$ cat src/rtl/demux_pkg.sv
// Shared constants for the registered 1-to-4 demultiplexer.
package demux_pkg;
  localparam int unsigned N_LANES = 4;
  localparam int unsigned SEL_W   = 2;
  localparam int unsigned CNT_W   = 8;
endpackage : demux_pkg

$ cat src/rtl/demux_lane_reg.sv
// One-entry output lane register with load, drain and synchronous flush.
module demux_lane_reg #(
  parameter int unsigned W = 8
) (
  input  logic         clk,
  input  logic         rst,
  input  logic         flush_i,
  input  logic         load_i,
  input  logic         drain_i,
  input  logic [W-1:0] data_i,
  output logic [W-1:0] data_o,
  output logic         valid_o
);

  logic [W-1:0] data_q, data_d;
  logic         valid_q, valid_d;

  // Flush wins; a load always refills, so a same-cycle drain+load keeps the lane full.
  always_comb begin
    data_d  = data_q;
    valid_d = valid_q;
    if (flush_i) begin
      valid_d = 1'b0;
    end else if (load_i) begin
      data_d  = data_i;
      valid_d = 1'b1;
    end else if (drain_i) begin
      valid_d = 1'b0;
    end
  end

  always_ff @(posedge clk or posedge rst) begin
    if (rst) begin
      data_q  <= '0;
      valid_q <= 1'b0;
    end else begin
      data_q  <= data_d;
      valid_q <= valid_d;
    end
  end

  assign data_o  = data_q;
  assign valid_o = valid_q;

endmodule : demux_lane_reg

$ cat src/rtl/demux_1to4_reg.sv
// Registered 1-to-4 demultiplexer with per-lane handshake and transfer counter.
// Define DEMUX_RR_EN to enable round-robin lane selection when rr=1.
module demux_1to4_reg
  import demux_pkg::*;
#(
  parameter int unsigned W = 8
) (
  input  logic                 clk,
  input  logic                 rst,
  input  logic [W-1:0]         in,
  input  logic                 in_valid,
  output logic                 in_ready,
  input  logic [SEL_W-1:0]     s,
  input  logic                 rr,
  input  logic                 flush,
  output logic [N_LANES*W-1:0] y,
  output logic [N_LANES-1:0]   y_valid,
  input  logic [N_LANES-1:0]   y_ready,
  output logic [CNT_W-1:0]     xfer_cnt
);

  logic [SEL_W-1:0]   tgt;
  logic               xfer;
  logic [N_LANES-1:0] lane_load;
  logic [N_LANES-1:0] lane_drain;
  logic [CNT_W-1:0]   cnt_q, cnt_d;

`ifdef DEMUX_RR_EN
  logic [SEL_W-1:0] ptr_q, ptr_d;

  // Pointer returns to lane 0 on flush and advances only on round-robin transfers.
  always_comb begin
    ptr_d = ptr_q;
    if (flush) begin
      ptr_d = '0;
    end else if (xfer && rr) begin
      ptr_d = ptr_q + SEL_W'(1);
    end
  end

  always_ff @(posedge clk or posedge rst) begin
    if (rst) begin
      ptr_q <= '0;
    end else begin
      ptr_q <= ptr_d;
    end
  end

  assign tgt = rr ? ptr_q : s;
`else
  logic unused_rr;
  assign unused_rr = rr;
  assign tgt       = s;
`endif

  // Only the target lane's occupancy gates acceptance.
  assign in_ready = !flush && (!y_valid[tgt] || y_ready[tgt]);
  assign xfer     = in_valid && in_ready;

  for (genvar k = 0; k < N_LANES; k++) begin : g_lane
    assign lane_load[k]  = xfer && (tgt == SEL_W'(k));
    assign lane_drain[k] = y_valid[k] && y_ready[k];

    demux_lane_reg #(.W(W)) u_lane (
      .clk     (clk),
      .rst     (rst),
      .flush_i (flush),
      .load_i  (lane_load[k]),
      .drain_i (lane_drain[k]),
      .data_i  (in),
      .data_o  (y[k*W +: W]),
      .valid_o (y_valid[k])
    );
  end

  always_comb begin
    cnt_d = cnt_q;
    if (xfer) begin
      cnt_d = cnt_q + CNT_W'(1);
    end
  end

  always_ff @(posedge clk or posedge rst) begin
    if (rst) begin
      cnt_q <= '0;
    end else begin
      cnt_q <= cnt_d;
    end
  end

  assign xfer_cnt = cnt_q;

endmodule : demux_1to4_reg

$ cat config.mk
export PLATFORM = sky130hd
export DESIGN_NAME = demux_1to4_reg
export DESIGN_NICKNAME = d
export VERILOG_FILES = /design/src/rtl/demux_pkg.sv /design/src/rtl/demux_lane_reg.sv /design/src/rtl/demux_1to4_reg.sv
export SDC_FILE = /design/constraint.sdc
export NUM_CORES = 1
export LEC_CHECK = 0
export BUFFER_PORTS_ARGS = -buffer_cell sky130_fd_sc_hd__buf_2
export CORE_ASPECT_RATIO = 1.1
export CORE_MARGIN = 5
export CORE_UTILIZATION = 45
export DETAILED_ROUTE_END_ITERATION = 10
export PLACE_DENSITY = 0.73
export SLEW_MARGIN = 20
export SYNTH_ARGS = -nofsm -noshare
export SYNTH_HDL_FRONTEND = slang
export SYNTH_SLANG_ARGS = --single-unit
$ cat constraint.sdc
create_clock -name clk -period 2.4 [get_ports clk]
set_input_delay 0.24 -clock clk [delete_from_list [all_inputs] [get_ports clk]]
set_output_delay 0.24 -clock clk [all_outputs]
set_load 0.1 [all_outputs]
== Word-level counts from Yosys, hierarchy flattened ==
Index checks and enable logic that the tools add are counted.

* $add $sub $neg: 1
* Magnitude comparators: 1
* Equal/unequal tests: 3
* Mux-type cells: 16
* Bitwise gates (word level): 1
* Reductions and logical operators: 22

{| class="wikitable"
|+ Operators by type and width
! kind !! number
|-
| 1-bit 2-to-1 mux || 14
|-
| 3-bit nonzero test || 4
|-
| 1-bit logical AND || 10
|-
| 8-bit by 1-bit adder with 8-bit output (second input constant) || 1
|-
| 2-bit AND reduction || 4
|-
| 1-bit binary-select mux with 2-bit select || 2
|-
| 2-bit equality test (second input constant) || 2
|-
| 2-bit by 3-bit less-than comparator with 1-bit output (second input constant) || 1
|-
| 2-bit by 1-bit equality test with 1-bit output (second input constant) || 1
|-
| 1-bit zero test || 2
|-
| 2-bit zero test || 1
|-
| 1-bit logical OR || 1
|-
| 1-bit NOT || 1
|}

* Register bits after elaboration: 44
* Output and inout port bits: 45
* Word-level logic and storage cells: 53

== Logic depth before layout (Yosys ltp) ==
Gate-level depths: netlist (run 1).

* Depth in word-level cells: 9
* Mapped depth: 5

== Modules after synthesis ==
A second synthesis (run 1) with hierarchy kept.

* Cells, all modules: 138
* Area, all modules: 2053.2 µm²

{| class="wikitable"
|+ By module, submodules not included
! module !! times used !! cells an instance !! area an instance (µm²) !! seq. area each (µm²)
|-
| demux_lane_reg || 4 || 23 || 389.1 || 225.2
|-
| demux_1to4_reg || 1 || 46 || 496.7 || 200.2
|}

== Worst setup path after synthesis (run 1) ==
Ideal clock, no wire load.

* Path kind: flip-flop to output port
* Start: reg g_lane[1].u_lane.valid_q
* End: out in_ready
* Arrival: 2417 ps
* Required time: 2160 ps
* Slack: -257 ps
* Cell stages (with the launch flop): 4
* Path through: dfrtp_1 nor2b_1 mux4_2 nor2_1

* Word-level cells in the longest chain between the ends: 5

{| class="wikitable"
|+ RTL lines
! what !! RTL line !! text
|-
| start: declaration || demux_lane_reg.sv:16 || <nowiki>logic valid_q, valid_d;</nowiki>
|-
| start signal: assignment || demux_lane_reg.sv:38 || <nowiki>valid_q <= valid_d;</nowiki>
|-
| 1-bit binary-select mux with 2-bit select || demux_1to4_reg.sv:57 || <nowiki>assign in_ready = !flush && (!y_valid[tgt] || y_ready[tgt]);</nowiki>
|-
| 1-bit 2-to-1 mux (implied by the code) || demux_1to4_reg.sv:57 ||
|-
| 1-bit zero test || demux_1to4_reg.sv:57 ||
|-
| 1-bit logical OR || demux_1to4_reg.sv:57 ||
|-
| 1-bit logical AND || demux_1to4_reg.sv:57 ||
|-
| end: declaration || demux_1to4_reg.sv:12 || <nowiki>output logic in_ready,</nowiki>
|}

No other way between the ends. The select of a mux whose other input is x is not followed.

== Worst setup path in the final report (run 1) ==
* Start: reg g_lane[0].u_lane.valid_q
* End: out in_ready

* Word-level cells in the longest chain between the ends: 5

{| class="wikitable"
|+ RTL lines
! what !! RTL line
|-
| start: declaration || demux_lane_reg.sv:16
|-
| start signal: assignment || demux_lane_reg.sv:38
|-
| 1-bit binary-select mux with 2-bit select || demux_1to4_reg.sv:57
|-
| 1-bit 2-to-1 mux (implied by the code) || demux_1to4_reg.sv:57
|-
| 1-bit zero test || demux_1to4_reg.sv:57
|-
| 1-bit logical OR || demux_1to4_reg.sv:57
|-
| 1-bit logical AND || demux_1to4_reg.sv:57
|}

No other way between the ends. The select of a mux whose other input is x is not followed.

==> results of run 1 <==
tightest hold or removal path, stage by stage:
cell and delay (ns):
buf_2 0.10, clkinv_1 0.03, buf_4 0.45
per-layer routing:
metal / up-vias / wire length [um]
met5: - / 0
met3: 2 / 289
met4: 0 / 17
li1: 571 / -
met1: 619 / 1480
met2: 37 / 2250
report_power, final:
part | leakage [nW] | internal, mW | switching (mW)
registers | 0.540 | 0.912 | 0.121
clock network | 0.0541 | 0.308 | 0.243
logic | 0.560 | 0.267 | 1.50
total | 1.15 | 1.49 | 1.86
logic make-up after synthesis:
group	count (synthesis)	share of synthesized area [%]
adder cells (fa/ha/maj)	1	0.668
AO/OA/AOI/OAI	4	1.34
XOR/XNOR	7	3.28
AND/OR/NAND/NOR	28	11.8
multiplexers	34	21.1
buffers and inverters	9	3.07
flip-flops	44	58.8
area by class of cell:
type / count / area [um2]
fill: 342 / 1660
sequential: 44 / 1100
multi-input combinational: 74 / 716
timing repair buffer: 65 / 333
clock buffer: 5 / 68.8
tap: 52 / 65.1
clock inverter: 3 / 42.5
inverter: 3 / 11.3
worst max path at each step:
stage               cells past startpoint  endpoint  slack [ns]                startpoint
floorplan                               3  in_ready        0.21  g_lane[1].u_lane.valid_o
global placement                        4  in_ready        0.47  g_lane[0].u_lane.valid_o
detailed placement                      4  in_ready        0.45  g_lane[0].u_lane.valid_o
CTS                                     4  in_ready        0.12  g_lane[0].u_lane.valid_o
global route                            4  in_ready        0.05  g_lane[1].u_lane.valid_o
finish                                  4  in_ready        0.15  g_lane[0].u_lane.valid_o
synthesized netlist by cell type (all sizes together):
cell | n | area, um2
ha | 1 | 12.5
buf | 6 | 46.3
nor2b | 4 | 25.0
xor2 | 6 | 52.6
nor4 | 2 | 42.5
o21ai | 2 | 10.0
nor3 | 5 | 56.3
and2b | 1 | 7.51
xnor2 | 1 | 8.76
dfrtp | 44 | 1100
nand4 | 2 | 12.5
nand2 | 3 | 11.3
mux2 | 33 | 372
nand3 | 5 | 25.0
inv | 3 | 11.3
nand4b | 1 | 8.76
nand2b | 2 | 12.5
mux4 | 1 | 22.5
nor2 | 3 | 18.8
a21o | 2 | 15.0
state kept, by name (all words and copies together) (netlist names):
register               flops
g_lane.u_lane.valid_o      4
xfer_cnt                   8
g_lane.u_lane.data_o      32
through the flow:
| stage | total power [mW] | std cells |
|---|---|---|
| floorplan | 2.53 | 127 |
| global placement | 2.79 | 238 |
| detailed placement | 2.82 | 238 |
| CTS | 3.38 | 246 |
| global route | 3.48 | 246 |
| finish | 3.35 | 246 |
==> run_results.csv, run 1 <==
group,metric,value,unit
final_layout,mostFrequentLayoutCells,"62 x buf_2, 44 x dfrtp_1, 30 x mux2_2, 6 x xor2_1",
global_routing,antenna_found_initial,0,
place,gp_congestion,0.739,
worst_setup_path,cp_cell_sequence,"nor2b_1, mux4_2, nor2_2, buf_2",
clock_tree,cts_hold_buf,0,
place,dp_slack,0.451,ns
worst_setup_path,cpLargestDelayFamily,"multiplexers",
power,p_leak,1.15,nW
power,peakVddDrop,0.000839,V
routing,wl_per_cell,16.4,um
clock_tree,post_cts_resized,0,
worst_setup_path,rr_startpoint,"g_lane[0].u_lane.valid_o",
global_routing,grt_usage,15.7,%
yosys,synth_seq_cells,44,
routing,ant_nets,0,
yosys,yosys_warnings,0,
routing,drt_first_pass_iters,4,
sta,setup_viol,0,
final_layout,syn_to_final_growth,24.9,%
sta,finalHoldViolations,0,
clock_tree,cts-htree-levels,2,
sta,rsz0062_at_grt,"false",
yosys,yosysSeqAreaShare,58.8,%
clock_tree,clock-sinks,44,
status,status,"finished clean",
floorplanning,rows,24,
clock_tree,cts_tree,"done",
sta,relSlewSlack,59.8,%
clock_tree,cts_root_buf,"clkbuf_8",
worst_setup_path,worstReg2RegEnd,"xfer_cnt[1]",
yosys,synth_nets,147,
clock_tree,clkTransAtPathRegs,0.08,ns
final_layout,utilization,58.5,%
place,dp_hpwl,3.03,mm
clock_tree,postCtsSetupBuffers,0,
routing,viasPerCell,5.00,
sta,hold_slack,0.0759,ns
worst_setup_path,cp_num_buf_inv,1,
global_routing,grt_max_degree,45,
place,dpl-instance-area,2230,um2
yosys,syn_area,1870,um2
floorplanning,initial_utilization,46.9,%
global_routing,grt_pass1_wl,6.91,mm
worst_setup_path,reg2reg_depth,4,
floorplanning,io_pins,64,
sta,finalCritPeriodShare,93.9,%
worst_setup_path,crit_required,2.16,ns
worst_setup_path,cpPeakStageDelay,0.62,ns
worst_setup_path,cp_max_fo,8,
final_layout,fin_area,2340,um2
clock_tree,clk_latency,0.29,ns
global_routing,grt_pass1_vias,1479,
worst_setup_path,cp-start-kind,"flop",
place,port_buffers,62,
worst_setup_path,crit_path_end_kind,"output pin",
yosys,synth.distinct_cells,25,
routing,drc,0,
routing,drt-initial-drc-count,41,
worst_setup_path,critPathKind,"reg -> out",
clock_tree,cts_buffers,5,
sta,worstMarginPinSlew,0.600,ns
sta,worst_slack,0.147,ns
sta,skew,0.00373,ns
final_layout,n_antenna_cell,0,
yosys,synth.avg_cell_area,14.7,um2
floorplanning,core,3990,um2
run,max-cap-violations,0,
global_routing,grt_use_met2,28.9,%
routing,num_vias,1229,
final_layout,layout_commonest_cell,"buf_2",
global_routing,grt.busiest_layer,"met2",
yosys,syn_inst,127,
sta,period_minus_slack,2.25,ns
worst_setup_path,r2r_slack,0.62,ns
sta,max_freq,444,MHz
power,p_per_area,1430,nW/um2
routing,wl,4.04,mm
worst_setup_path,cp_slowest_cell,"mux4_2",
worst_hold_path,hold_path.class,"in -> async",
final_layout,layout-drive-gt1-share,58.2,%
final_layout,final_nets,213,
floorplanning,die_y,77.6,um
sta,drv_slew,0,
sta,tns,0,ns
clock_tree,clock_path_buffers,2,
global_routing,overflow,0,
floorplanning,dieArea,5550,um2
floorplanning,die_w,71.5,um
global_routing,grtUsageMet3,6.20,%
global_routing,use_met1,16.7,%
worst_setup_path,worstPathArrival,2.01,ns
Power figures use the tool's default switching activity.
==> inputs of run 2 (changes only) <==
==> constraint.sdc (replaced) <==
create_clock -name clk -period 2.5 [get_ports clk]
set_input_delay 0.25 -clock clk [delete_from_list [all_inputs] [get_ports clk]]
set_output_delay 0.25 -clock clk [all_outputs]
set_load 0.1 [all_outputs]
==> run_results.csv, run 2 (synthesized netlist as in run 1, its figures left out) <==
group,metric,value,unit
worst_setup_path,cp_num_buf_inv,1,
sta,period_minus_slack,2.28,ns
place,gp_congestion,0.739,
routing,drt-initial-drc-count,57,
final_layout,n_antenna_cell,0,
final_layout,layout-drive-gt1-share,59.0,%
worst_setup_path,cp_cell_sequence,"nor2b_1, mux4_2, nor2_2, buf_2",
clock_tree,clkTransAtPathRegs,0.08,ns
place,dp_cells,239,
routing,ant_nets,0,
routing,wl_per_cell,16.7,um
sta,setup_viol,0,
global_routing,overflow,0,
clock_tree,postCtsSetupBuffers,0,
worst_setup_path,crit_required,2.25,ns
floorplanning,dieArea,5550,um2
final_layout,utilization,58.7,%
final_layout,final_nets,214,
clock_tree,cts_tree,"done",
global_routing,grt_max_degree,31,
sta,worst_slack,0.219,ns
floorplanning,rows,24,
routing,drc,0,
sta,relSlewSlack,45.6,%
worst_setup_path,cpPeakStageDelay,0.63,ns
final_layout,syn_to_final_growth,25.3,%
sta,skew,0.00552,ns
floorplanning,die_w,71.5,um
worst_setup_path,worstPathArrival,2.03,ns
sta,tns,0,ns
power,peakVddDrop,0.000852,V
clock_tree,clock-sinks,44,
global_routing,grt_pass1_vias,1398,
clock_tree,post_cts_resized,0,
worst_setup_path,cp_max_fo,8,
place,dpl-instance-area,2230,um2
clock_tree,clock_path_buffers,2,
sta,max_freq,438,MHz
global_routing,antenna_found_initial,0,
global_routing,grt_usage,16.3,%
worst_setup_path,cp-start-kind,"flop",
sta,finalCritPeriodShare,91.3,%
final_layout,fin_area,2340,um2
power,p_per_area,1370,nW/um2
final_layout,largest_register_ff_count,32,
power,p_leak,1.16,nW
worst_setup_path,cpLargestDelayFamily,"multiplexers",
final_layout,finalNonFillerCells,247,
worst_hold_path,hold_path.class,"in -> async",
clock_tree,cts_hold_buf,0,
clock_tree,cts_root_buf,"clkbuf_8",
place,port_buffers,62,
place,dp_slack,0.533,ns
worst_setup_path,crit_path_end_kind,"output pin",
sta,worstMarginPinSlew,0.809,ns
final_layout,mostFrequentLayoutCells,"62 x buf_2, 44 x dfrtp_1, 30 x mux2_2, 6 x xor2_1",
clock_tree,clk_latency,0.29,ns
global_routing,grt_pass1_wl,6.99,mm
final_layout,layout_commonest_cell,"buf_2",
floorplanning,initial_utilization,46.9,%
floorplanning,die_y,77.6,um
floorplanning,io_pins,64,
worst_setup_path,critPathKind,"reg -> out",
routing,wl,4.13,mm
status,status,"finished clean",
run,max-cap-violations,0,
clock_tree,cts_buffers,5,
place,dp_hpwl,3.08,mm
routing,drt_first_pass_iters,4,
sta,drv_slew,0,
routing,viasPerCell,5.04,
clock_tree,cts-htree-levels,2,
floorplanning,core,3990,um2
sta,rsz0062_at_grt,"false",
routing,num_vias,1244,
worst_setup_path,cp_slowest_cell,"mux4_2",
sta,finalHoldViolations,0,
-- run 2: cell count changes in the layout (fill, tap and decap cells not counted), sizes merged --
cell    delta
inv        +1
clkinv     -1
buf        +1
-- run 2: routing by layer --
| layer | GRT usage [%] | part of all wire [%] | up-vias |
|---|---|---|---|
| met1 | 18.6 | 38 | 633 |
| li1 | - | - | 569 |
| met2 | 28.0 | 54 | 36 |
| met3 | 5.94 | 6.8 | 6 |
| met5 | 0 | 0 | - |
| met4 | 5.08 | 1.3 | 0 |
-- run 2: worst paths after layout --
| check | from | to | slack [ns] | cells after the start |
|---|---|---|---|---|
| min in group clk | in[0] | g_lane[1].u_lane.data_o[0] | 0.22 | 2 |
| setup / recovery | g_lane[1].u_lane.valid_o | in_ready | 0.22 | 4 |
| hold reg to reg | xfer_cnt[7] | xfer_cnt[7] | 0.46 | 1 |
| max in group asynchronous | rst | xfer_cnt[5] | 1.84 | 3 |
| hold / removal | rst | g_lane[3].u_lane.data_o[0] | 0.02 | 2 |
| setup reg to reg | g_lane[1].u_lane.valid_o | xfer_cnt[1] | 0.73 | 4 |
-- run 2: report_power, final --
| part | leakage [nW] | internal, mW | switching [mW] |
|---|---|---|---|
| combinational | 0.566 | 0.255 | 1.44 |
| clock | 0.0541 | 0.295 | 0.236 |
| sequential | 0.540 | 0.875 | 0.117 |
| total | 1.16 | 1.43 | 1.79 |
-- run 2: final cells by class --
type                            count  area (um2)
Tap cell                           52        65.1
Clock buffer                        5        68.8
Multi-Input combinational cell     74         716
Inverter                            3        11.3
Fill cell                         312        1650
Sequential cell                    44        1100
Clock inverter                      3        42.5
Timing Repair Buffer               66         340
-- run 2: per-stage QoR --
stage          total power [mW]  hold WS [ns]
2_1_floorplan              2.43         0.358
3_3_place_gp               2.68         0.380
3_5_place_dp               2.71         0.405
4_1_cts                    3.25        0.0879
5_1_grt                    3.34        0.0585
6_report                   3.22        0.0196
==> inputs of run 3 (changes only) <==
--- a/config.mk
+++ b/config.mk
@@ -10,8 +10,10 @@
 export CORE_MARGIN = 5
 export CORE_UTILIZATION = 45
 export DETAILED_ROUTE_END_ITERATION = 10
-export PLACE_DENSITY = 0.73
+export GPL_ROUTABILITY_DRIVEN = 0
+export PLACE_DENSITY = 0.72
 export SLEW_MARGIN = 20
 export SYNTH_ARGS = -nofsm -noshare
 export SYNTH_HDL_FRONTEND = slang
+export SYNTH_HIERARCHICAL = 1
 export SYNTH_SLANG_ARGS = --single-unit
==> run_results.csv, run 3 <==
group,metric,value,unit
sta,relSlewSlack,67.0,%
power,p_per_area,1340,nW/um2
final_layout,layout-drive-gt1-share,54.1,%
power,peakVddDrop,0.000938,V
floorplanning,die_y,80.8,um
place,dp_hpwl,3.34,mm
yosys,synth_top_area_share,53.6,%
run,max-cap-violations,0,
worst_setup_path,cp_max_fo,8,
final_layout,n_antenna_cell,0,
clock_tree,cts_hold_buf,1,
sta,skew,0.00380,ns
yosys,yosys-top-cells-area,"dfrtp_1 54%, mux2_4 24%, xnor2_1 3.0%, nor2b_4 2.7%, buf_6 2.2%",
yosys,synthArstFlopShare,100,%
sta,period_minus_slack,2.11,ns
clock_tree,clkTransAtPathRegs,0.08,ns
routing,drt_first_pass_iters,4,
clock_tree,cts_tree,"done",
final_layout,final_nets,225,
sta,setup_viol,0,
worst_hold_path,hold_path.class,"in -> reg",
worst_setup_path,cp-start-kind,"flop",
clock_tree,clk_latency,0.29,ns
yosys,synth.avg_cell_area,14.9,um2
worst_setup_path,crit_path_end_kind,"output pin",
yosys,synth_nets,158,
floorplanning,die_w,74.4,um
yosys,synthFlopType,"dfrtp_1",
floorplanning,initial_utilization,47.2,%
global_routing,antenna_found_initial,0,
worst_setup_path,critPathKind,"reg -> out",
final_layout,mostFrequentLayoutCells,"62 x buf_2, 44 x dfrtp_1, 33 x mux2_4, 9 x inv_1",
routing,drc,0,
yosys,synthTopCellsByCount,"44 x dfrtp_1, 33 x mux2_4, 9 x inv_1, 7 x nand2b_1, 7 x xnor2_1",
clock_tree,clock-sinks,44,
global_routing,grt_usage,15.7,%
yosys,yosysSeqAreaShare,53.6,%
floorplanning,core,4350,um2
floorplanning,dieArea,6020,um2
final_layout,largest_register_ff_count,32,
sta,rsz0062_at_grt,"false",
clock_tree,cts_buffers,5,
place,dp_slack,0.577,ns
yosys,synth_most_common_cell,"dfrtp_1",
yosys,synth_edf_count,0,
routing,viasPerCell,4.94,
yosys,syn_inst,138,
power,p_leak,1.27,nW
worst_setup_path,worstPathArrival,1.86,ns
routing,drt-initial-drc-count,69,
worst_setup_path,crit_required,2.25,ns
sta,worst_slack,0.393,ns
yosys,synth_seq_cells,44,
global_routing,grt_max_degree,14,
global_routing,overflow,0,
sta,finalHoldViolations,0,
clock_tree,cts-htree-levels,2,
yosys,syn_area,2050,um2
clock_tree,postCtsSetupBuffers,0,
sta,max_freq,475,MHz
routing,num_vias,1280,
clock_tree,clock_path_buffers,2,
global_routing,grt_pass1_vias,1429,
status,status,"finished clean",
clock_tree,post_cts_resized,0,
final_layout,layout_commonest_cell,"buf_2",
final_layout,syn_to_final_growth,23.5,%
yosys,synth_area_leader_cell,"dfrtp_1",
yosys,synth.distinct_cells,24,
routing,wl,4.30,mm
sta,drv_slew,0,
global_routing,grt_pass1_wl,7.00,mm
floorplanning,io_pins,64,
sta,tns,0,ns
routing,ant_nets,0,
yosys,yosys_warnings,6,
clock_tree,cts_root_buf,"clkbuf_8",
sta,finalCritPeriodShare,84.3,%
floorplanning,rows,25,
routing,wl_per_cell,16.6,um
sta,worstMarginPinSlew,0.498,ns
place,port_buffers,62,
==> run 3: cell families after synthesis <==
| logic type | Yosys count | synth area share (%) |
|---|---|---|
| flops | 44 | 53.6 |
| buf+inv | 13 | 3.84 |
| simple gates | 35 | 12.7 |
| compound gates | 4 | 0.975 |
| mux | 34 | 25.2 |
| xor+xnor | 7 | 2.99 |
| fa+ha+maj | 1 | 0.609 |
==> run 3: worst max-delay path, stage by stage (launching register included) <==
cell and delay, ns:
dfrtp_1 0.42, nand2b_4 0.07, mux4_2 0.58, nor2b_2 0.20, buf_2 0.29
==> run 3: per-stage QoR <==
step                      utilization, %  std cells  hold slack [ns]  cell area (um2)  power (mW)
final                               58.3        259            0.256             2530        3.40
after global routing                58.3        259            0.253             2530        3.52
after detailed placement            55.1        251            0.251             2400        2.79
after global placement              55.1        251            0.241             2400        2.77
after CTS                           58.3        259            0.244             2530        3.43
after floorplan                        -        138           0.0657             2060        2.51
==> run 3: path summary, 6_finish.rpt <==
kind,start,to,slack [ns],cells past startpoint
hold / removal,in[7],g_lane[0].u_lane/data_o[7],0.26,2
min in group asynchronous,rst,xfer_cnt[2],0.48,3
max in group asynchronous,rst,g_lane[3].u_lane/data_o[5],1.73,3
setup / recovery,g_lane[3].u_lane/valid_o,in_ready,0.39,4
hold reg to reg,xfer_cnt[7],xfer_cnt[7],0.48,1
setup reg to reg,g_lane[0].u_lane/valid_o,g_lane[0].u_lane/data_o[5],0.72,4
==> run 3: layer usage <==
metal | wire [um] | global-route usage (%)
met1 | 1950 | 20.7
met2 | 2000 | 24.8
met3 | 280 | 3.84
met4 | 68 | 5.87
met5 | 0 | 0
==> run 3: layout make-up <==
type,count,area (um2)
Clock buffer,5,68.8
Clock inverter,2,60.1
Fill cell,375,1810
Inverter,9,33.8
Multi-Input combinational cell,81,876
Sequential cell,44,1100
Tap cell,54,67.6
Timing Repair Buffer,64,328
==> run 3: power breakdown <==
| part | leakage, nW | total, mW | internal [mW] | switching, mW |
|---|---|---|---|---|
| clock | 0.0642 | 0.627 | 0.393 | 0.234 |
| combinational | 0.657 | 1.77 | 0.339 | 1.43 |
| sequential | 0.550 | 1.00 | 0.879 | 0.126 |
